[config.mk]
export PLATFORM = sky130hd
export DESIGN_NAME = logic_accum_unit
export DESIGN_NICKNAME = d
export VERILOG_FILES = /design/src/rtl/logic_accum_unit.sv
export SDC_FILE = /design/constraint.sdc
export NUM_CORES = 1
export LEC_CHECK = 0
export ABC_AREA = 1
export CAP_MARGIN = 30
export CORE_MARGIN = 2
export CORE_UTILIZATION = 50
export DETAILED_ROUTE_END_ITERATION = 10
export PLACE_DENSITY_LB_ADDON = 0.15
export SETUP_SLACK_MARGIN = 0.1
export SYNTH_ARGS = -nofsm -noshare
export SYNTH_HDL_FRONTEND = slang
export SYNTH_SLANG_ARGS = --single-unit
[constraint.sdc]
create_clock -name clk -period 10 [get_ports clk]
set_input_delay 2 -clock clk [delete_from_list [all_inputs] [get_ports clk]]
set_output_delay 2 -clock clk [all_outputs]
set_load 0.1 [all_outputs]
[src/rtl/logic_accum_unit.sv]
// logic_accum_unit: registered bitwise logic unit with valid/ready handshakes
// on both sides, an optional accumulator used as operand B with write-back,
// and result flags (parity, zero, population count) registered alongside y.
module logic_accum_unit #(
   parameter int WIDTH = 16,
   parameter int CW    = $clog2(WIDTH + 1)
) (
   input  logic             clk,
   input  logic             rst_n,
   input  logic             in_valid,
   output logic             in_ready,
   input  logic [2:0]       op,
   input  logic [WIDTH-1:0] a,
   input  logic [WIDTH-1:0] b,
   input  logic             acc_mode,
   input  logic             acc_clr,
   output logic             out_valid,
   input  logic             out_ready,
   output logic [WIDTH-1:0] y,
   output logic             parity,
   output logic             zero,
   output logic [CW-1:0]    ones
);

   localparam logic [2:0] OP_AND  = 3'b000;
   localparam logic [2:0] OP_OR   = 3'b001;
   localparam logic [2:0] OP_XOR  = 3'b010;
   localparam logic [2:0] OP_NAND = 3'b011;
   localparam logic [2:0] OP_NOR  = 3'b100;
   localparam logic [2:0] OP_XNOR = 3'b101;
   localparam logic [2:0] OP_NOTA = 3'b110;
   localparam logic [2:0] OP_PASS = 3'b111;

   logic             out_valid_reg;
   logic [WIDTH-1:0] y_reg;
   logic             parity_reg;
   logic             zero_reg;
   logic [CW-1:0]    ones_reg;
   logic [WIDTH-1:0] acc_reg;

   logic             in_xfer;
   logic [WIDTH-1:0] opb;
   logic [WIDTH-1:0] result_next;
   logic             parity_next;
   logic             zero_next;
   logic [CW-1:0]    ones_next;

   // The stage can take a new operand set when it is empty or its current
   // result leaves this same cycle; depends only on state and out_ready.
   assign in_ready = !out_valid_reg || out_ready;
   assign in_xfer  = in_valid && in_ready;

   // Operand B comes from the accumulator in accumulate mode. The value used
   // is the register content before any clear at this edge.
   assign opb = acc_mode ? acc_reg : b;

   // One bitwise slice per result bit; all ops are purely per-bit.
   generate
      for (genvar gi = 0; gi < WIDTH; gi++) begin : g_bit
         // Per-bit operation select
         always_comb begin
            result_next[gi] = 1'b0;
            case (op)
               OP_AND:  result_next[gi] =   a[gi] & opb[gi];
               OP_OR:   result_next[gi] =   a[gi] | opb[gi];
               OP_XOR:  result_next[gi] =   a[gi] ^ opb[gi];
               OP_NAND: result_next[gi] = ~(a[gi] & opb[gi]);
               OP_NOR:  result_next[gi] = ~(a[gi] | opb[gi]);
               OP_XNOR: result_next[gi] = ~(a[gi] ^ opb[gi]);
               OP_NOTA: result_next[gi] =  ~a[gi];
               OP_PASS: result_next[gi] =   a[gi];
               default: result_next[gi] = 1'b0;
            endcase
         end
      end
   endgenerate

   // Flags are computed from the next result so they can be registered in
   // lockstep with y and never disagree with it.
   always_comb begin
      parity_next = ^result_next;
      zero_next   = (result_next == '0);
      ones_next   = '0;
      for (int i = 0; i < WIDTH; i++) begin
         ones_next = ones_next + CW'(result_next[i]);
      end
   end

   // Output stage: load on input transfer, otherwise drop valid once taken.
   always_ff @(posedge clk or negedge rst_n) begin
      if (!rst_n) begin
         out_valid_reg <= 1'b0;
         y_reg         <= '0;
         parity_reg    <= 1'b0;
         zero_reg      <= 1'b1;
         ones_reg      <= '0;
      end else if (in_xfer) begin
         out_valid_reg <= 1'b1;
         y_reg         <= result_next;
         parity_reg    <= parity_next;
         zero_reg      <= zero_next;
         ones_reg      <= ones_next;
      end else if (out_ready) begin
         out_valid_reg <= 1'b0;
      end
   end

   // Accumulator: clear wins over write-back; plain-mode transfers leave it alone.
   always_ff @(posedge clk or negedge rst_n) begin
      if (!rst_n) begin
         acc_reg <= '0;
      end else if (acc_clr) begin
         acc_reg <= '0;
      end else if (in_xfer && acc_mode) begin
         acc_reg <= result_next;
      end
   end

   assign out_valid = out_valid_reg;
   assign y         = y_reg;
   assign parity    = parity_reg;
   assign zero      = zero_reg;
   assign ones      = ones_reg;

endmodule

==> results.md, run 1 <==
- Max FO, Critical Path: 33
- Max IR drop VDD: 0.000125 V
- Number of buffers between clock root and the deepest sink: 2
- Highest attainable clock frequency: approximately 140 MHz
- Path class of the lowest-slack min-delay path: reg -> reg
- FF-to-FF setup slack: 5330 ps
- CP Launch Type: input pin
- Clock transition time at the flip-flop clock pins of the worst setup and hold paths: about 70 ps
- Post-synthesis sequential area ratio: 23.5%
- Clock insertion delay at the later pin of the skew report: around 300 ps
- Period Utilization, post-route: a little under three quarters
- Power Dens Cells: 185 nW/um^2
- Critical Path Slowest Stage Cell: clkdlybuf4s50_1
- Post-CTS Setup Inserts: 0
- Cts bufs inserted: 5
- RSZ-0062 raised after global routing: false
- Via count: 4243
- Mean Syn Cell Area: 6.48 um^2
- Commonest non-fill, non-tap cells in the layout: nand2_1, inv_1, clkdlybuf4s50_1, nand3_1
- Synth Warn #: 0
- Row cnt: 33
- Startpoint of the tightest hold check path: y[6]$_DFFE_PN0P_
- DIE AREA: between 9000 and 10000 um^2
- Quantity of hold-fixing buffers added after cts: 0
- Count of max-cap constraint violations: 0
- Number of top-level design ports: 66
- Outcome: finished, final reports clean
- Number of stages on the worst setup path: 20
- Worst EP arrival: 7360 ps
- Routed length per instance: about 14 um
- Number of antenna repair diodes: 0
- R2r endpoint: ones[2]$_DFFE_PN0P_
- Maximum single-stage delay on the critical path: around 1100 ps
- Maximum level of the CTS H-tree: 2
- Via count normalized by instance count: 5.24
- Post-route cell area: 5020 um^2
- Flip-flop and latch count after synthesis: 40
- Leakage power of the design: around 2.9 nW
- Final net count: 800
- Signed area change from the synthesized netlist to the final layout: 17.8%
- Synthesized cell area: 4260 um^2
- Routability cong.: around 0.9
- Hold-critical path endpoint: y[6]$_DFFE_PN0P_
- Number of remaining DRC errors: 0
- Pin slew with the least headroom to its limit: 987 ps
- Grt total ovfl: 0
- Final wirelength: 11000 um
- First-pass GRT wire length: 17800 um
- Depth of the worst register-to-register path: 21
- Count of buffers inserted at the top-level ports: 65
- Proportion of layout cells with a drive suffix above 1: 3.40%
- Final period demand of the worst path: 7190 ps
- Type of element capturing the critical path: flip-flop
- Die X: 96.4 um
- Pin count of the biggest net entering global routing: between 40 and 50
- Most frequent standard cell in the layout excluding fill and tap cells: nand2_1
- Placed cell area: 4910 um^2
- Via count of the first global-routing pass: approximately 3900
- Netlist cell types: 28
- Number of endpoints with negative hold slack in the final report: 0
- Initial antenna violation count: 0
- Root buf cell: clkbuf_8
- Final core area utilization: 60.8%
- Final setup violating endpoints: 0
- Core area: 8260 um^2
- Max-slew violations: 0
- DP HPWL: 8270 um
- Worst flop-to-flop path startpoint: acc_reg[3]$_DFFE_PN0P_
- Critical Setup Path Class: in -> reg
- Clock tree from TritonCTS: built
- Buffering stage count on the worst path with inverters included: 6
- Syn Nets: around 750
- Data required time at the worst endpoint: slightly above 10000 ps
- Number of clock sinks seen by CTS: 40
- Number of stages on the worst hold path: 2
- Overall power after layout: 0.931 mW
- Synthesized netlist cell count: around 660
- Accumulated negative setup slack: 0 ps
- Critical Path, Cell by Cell: clkdlybuf4s50_1 -> o21ai_0 -> ha_1 -> inv_1 -> nand3_1 -> nand2_1 -> nor2_1 -> nand3_2 -> fa_1 -> inv_1 -> fa_1 -> inv_1 -> fa_1 -> inv_1 -> fa_1 -> inv_1 -> ha_1 -> fa_1 -> xnor2_1 -> o21ai_0
- Starting Density: 51.6%
- Vertical extent of the die: 96.4 um
- Overall global routing resource usage: 24.7%
- Post-cts gate resize count: 0
- Slew HR: 34.0%
- Clock tree skew after final layout: 6.03 ps
- Number of iterations in the first detailed-routing pass: 6
- Detailed router's first-iteration violation count: 209
- Dominant delay contributor by cell family on the critical path: adder cells
- Number of nets with antenna violations after detailed routing: 0
## cell usage after synthesis (all sizes together)
master	n	area (um^2)
nor2	48	206
a21oi	2	10.0
o211ai	1	7.51
fa	10	200
dfrtp	39	976
nand4	30	188
nand3b	11	82.6
dfstp	1	26.3
a21o	1	7.51
buf	19	115
nor3	1	16.3
nand2	231	870
inv	116	435
xor2	4	35.0
ha	45	563
o31ai	2	15.0
nand3	52	280
o21ai	29	145
clkbuf	11	41.3
xnor2	5	43.8
## cell type report
type,instances,area (um^2)
clock buffer,8,90.1
fill,819,3240
inverter,116,435
multi-input combinational,472,2670
sequential,40,1000
tap,105,131
timing repair buffer,69,693
## worst register-to-register path: stages, from the launching register on
cell	delay, ps
dfrtp_1	360
inv_1	40
nand2_1	40
o21ai_0	160
ha_1	380
inv_1	40
nand3_1	70
nand2_1	50
nor2_1	160
nand3_2	150
fa_1	530
inv_1	50
fa_1	500
inv_1	60
fa_1	500
inv_1	50
fa_1	490
inv_1	40
ha_1	210
fa_1	410
xnor2_1	170
o21ai_0	90
## power breakdown
group	internal, mW	switching, mW	leakage (nW)
clock	0.0563	0.0556	0.0455
sequential	0.190	0.0134	0.516
combinational	0.203	0.414	2.29
## metrics by stage
step                      hold slack (ps)  worst slack [ps]  std cells
final                                 476              2810        810
after global routing                  499              2400        810
after CTS                             484              2730        809
after detailed placement              466              2450        801
after global placement                464              2540        801
after floorplan                       449              3850        658
## kinds of logic (layout without fill, tap and decap cells)
family,count (synthesis),count (layout),synth area share (%)
XOR/XNOR,9,9,1.85
buffers and inverters,146,193,13.9
adder cells (fa/ha/maj),55,55,17.9
flip-flops,40,40,23.5
AO/OA/AOI/OAI,35,35,4.34
AND/OR/NAND/NOR,373,373,38.5
## layer usage
| layer | track usage [%] | share of wire, % | wire (um) |
|---|---|---|---|
| met1 | 33.8 | 46 | 4990 |
| met3 | 3.60 | 5.7 | 625 |
| met5 | 0 | 0 | 0 |
| met4 | 7.39 | 2.5 | 269 |
| met2 | 40.6 | 46 | 5070 |
## worst max path at each step
stage	slack, ps	end	startpoint
global route	2400	ones[2]$_DFFE_PN0P_	acc_mode
global placement	2540	ones[2]$_DFFE_PN0P_	acc_mode
CTS	2730	ones[2]$_DFFE_PN0P_	acc_mode
detailed placement	2450	ones[2]$_DFFE_PN0P_	acc_mode
floorplan	3850	ones[2]$_DFFE_PN0P_	acc_mode
finish	2810	ones[2]$_DFFE_PN0P_	acc_mode
Note: power is estimated with default switching activity, not from simulation.
==> inputs of run 2 (changes only) <==
==> constraint.sdc (replaced) <==
create_clock -name clk -period 5.9 [get_ports clk]
set_input_delay 1.18 -clock clk [delete_from_list [all_inputs] [get_ports clk]]
set_output_delay 1.18 -clock clk [all_outputs]
set_load 0.1 [all_outputs]
==> results.md, run 2 (synthesis gave the netlist of run 1 again) <==
- Clock tree skew after final layout: 7.84 ps
- Power Dens Cells: 299 nW/um^2
- Pre-CTS worst setup slack: -195 ps
- Routed length per instance: 14.3 um
- Signed area change from the synthesized netlist to the final layout: 26.6%
- Detailed router's first-iteration violation count: 188
- Die X: 96.4 um
- Outcome: finished, final reports clean
- Clock tree from TritonCTS: built
- Critical Path, Cell by Cell: clkdlybuf4s50_1 -> o21ai_1 -> ha_1 -> nand3b_1 -> nand2_1 -> inv_1 -> nand2_1 -> nand2_1 -> fa_1 -> fa_1 -> inv_1 -> fa_1 -> inv_1 -> fa_1 -> inv_1 -> ha_1 -> fa_1 -> xnor2_1 -> o21ai_0
- Buffering stage count on the worst path with inverters included: 5
- Starting Density: between 50% and 60%
- DIE AREA: 9280 um^2
- Number of endpoints with negative hold slack in the final report: 0
- Placed cell area: roughly 5300 um^2
- Post-route cell area: approximately 5400 um^2
- Path class of the lowest-slack min-delay path: reg -> reg
- Overall global routing resource usage: between 20 and 30%
- Clock insertion delay at the later pin of the skew report: 290 ps
- Count of max-cap constraint violations: 0
- Root buf cell: clkbuf_8
- DP HPWL: 9190 um
- Number of iterations in the first detailed-routing pass: 5
- Via count of the first global-routing pass: 4407
- Type of element capturing the critical path: flip-flop
- Area occupied by multi-input gates: 2680 um^2
- Pin slew with the least headroom to its limit: 982 ps
- Critical Setup Path Class: in -> reg
- Max-slew violations: 0
- Row cnt: 33
- Number of remaining DRC errors: 0
- Final net count: 842
- Max IR drop VDD: 0.000242 V
- Initial antenna violation count: 0
- Worst path setup slack after routing: 425 ps
- Via count: 4479
- Via count normalized by instance count: 5.26
- Reg area: around 1000 um^2
- Clock transition time at the flip-flop clock pins of the worst setup and hold paths: 70 ps
- Core area: 8260 um^2
- Maximum level of the CTS H-tree: 2
- Proportion of layout cells with a drive suffix above 1: 9.12%
- Count of buffers inserted at the top-level ports: 65
- Highest attainable clock frequency: 183 MHz
- Pin count of the biggest net entering global routing: 41
- # fillers: 759
- Cts bufs inserted: 5
- Vertical extent of the die: 96.4 um
- Number of antenna repair diodes: 0
- Number of buffers between clock root and the deepest sink: 2
- Most numerous cell on the critical path: fa_1
- Maximum single-stage delay on the critical path: around 520 ps
- Critical Path Slowest Stage Cell: fa_1
- Final setup violating endpoints: 0
- Dominant delay contributor by cell family on the critical path: adder cells
- Data required time at the worst endpoint: 6050 ps
- Post-CTS Setup Inserts: 0
- Most frequent standard cell in the layout excluding fill and tap cells: nand2_1
- Max FO, Critical Path: 2
- Final wirelength: ~12000 um
- Final period demand of the worst path: between 5000 and 6000 ps
- Period Utilization, post-route: 92.8%
- Worst EP arrival: about 5600 ps
- Number of clock sinks seen by CTS: 40
- First-pass GRT wire length: approximately 20000 um
- Routability cong.: approximately 0.92
- RSZ-0062 raised after global routing: false
- Number of top-level design ports: 66
- Leakage power of the design: around 3.1 nW
- Grt total ovfl: 0
- Commonest non-fill, non-tap cells in the layout: nand2_1, inv_1, clkdlybuf4s50_1, nand3_1
- CP Launch Type: input pin
- Slew HR: 34.3%
- Number of nets with antenna violations after detailed routing: 0
[run 2: cell types whose count changed in the layout (fill, tap and decap cells not counted), moves of 3 or more]
cell	change
o21ai_1	+4
buf_12	+3
buf_4	+38
clkdlybuf4s50_1	-4
dlymetal6s2s_1	+4
o21ai_0	-5
[run 2: layer usage]
| layer | global-route usage (%) | vias up | share of wire, % |
|---|---|---|---|
| met4 | 9.27 | 0 | 3.3 |
| met5 | 0 | - | 0 |
| li1 | - | 2209 | - |
| met1 | 36.1 | 2072 | 44 |
| met2 | 46.9 | 163 | 47 |
| met3 | 3.60 | 35 | 6.0 |
[run 2: through the flow]
step                TNS, ps  hold WS (ps)  instances  power, mW  util [%]
CTS                       0           485        849       1.62      64.5
global route              0           504        851       1.78      65.4
floorplan                 0           449        658       1.16         -
detailed placement     -471           465        842       1.44      63.6
global placement       -245           464        842       1.42      63.6
finish                    0           483        851       1.62      65.4
[run 2: where the power goes]
group	internal, mW	total, mW	switching (mW)
Clock	0.0805	0.173	0.0926
Combinational	0.376	1.10	0.721
Sequential	0.321	0.345	0.0232
[run 2: layout make-up]
| type | count | share of cell area, % |
|---|---|---|
| repair buffers | 111 | 19.9 |
| clock buffers | 6 | 1.34 |
| flip-flops and latches | 40 | 18.6 |
| clock inverters | 1 | 0.0927 |
| well taps | 105 | 2.43 |
| inverters | 116 | 8.06 |
| multi-input cells | 472 | 49.6 |
[run 2: worst register-to-register path, cell delays in order, from the launching register on]
cell	delay, ps
dfrtp_1	350
inv_1	50
nand2_1	50
o21ai_0	100
buf_4	160
ha_1	290
inv_1	40
nand3_1	70
nand2_1	50
nor2_1	120
nand3_2	130
fa_1	510
fa_1	510
fa_1	520
inv_1	60
fa_1	500
inv_1	40
ha_1	210
fa_1	400
xnor2_1	160
o21ai_0	80
[run 2: worst paths after layout]
check	start	end	slack, ps	depth (start not counted)
worst max-delay path	b[9]	ones[2]$_DFFE_PN0P_	420	19
worst min-delay path	acc_reg[8]$_DFFE_PN0P_	acc_reg[8]$_DFFE_PN0P_	480	2
worst max register to register	acc_reg[15]$_DFFE_PN0P_	ones[2]$_DFFE_PN0P_	1370	20
worst min register to register	acc_reg[8]$_DFFE_PN0P_	acc_reg[8]$_DFFE_PN0P_	480	2
max in group asynchronous	rst_n	y[7]$_DFFE_PN0P_	4320	1
min in group asynchronous	rst_n	acc_reg[10]$_DFFE_PN0P_	1010	1
[run 2: timing repair]
| action | CTS | global route |
|---|---|---|
| gates resized for setup | 0 | 11 |
| hold endpoints to repair | 0 | 0 |
| endpoints found under the setup margin | 0 | 4 |
| hold buffers | 0 | 0 |
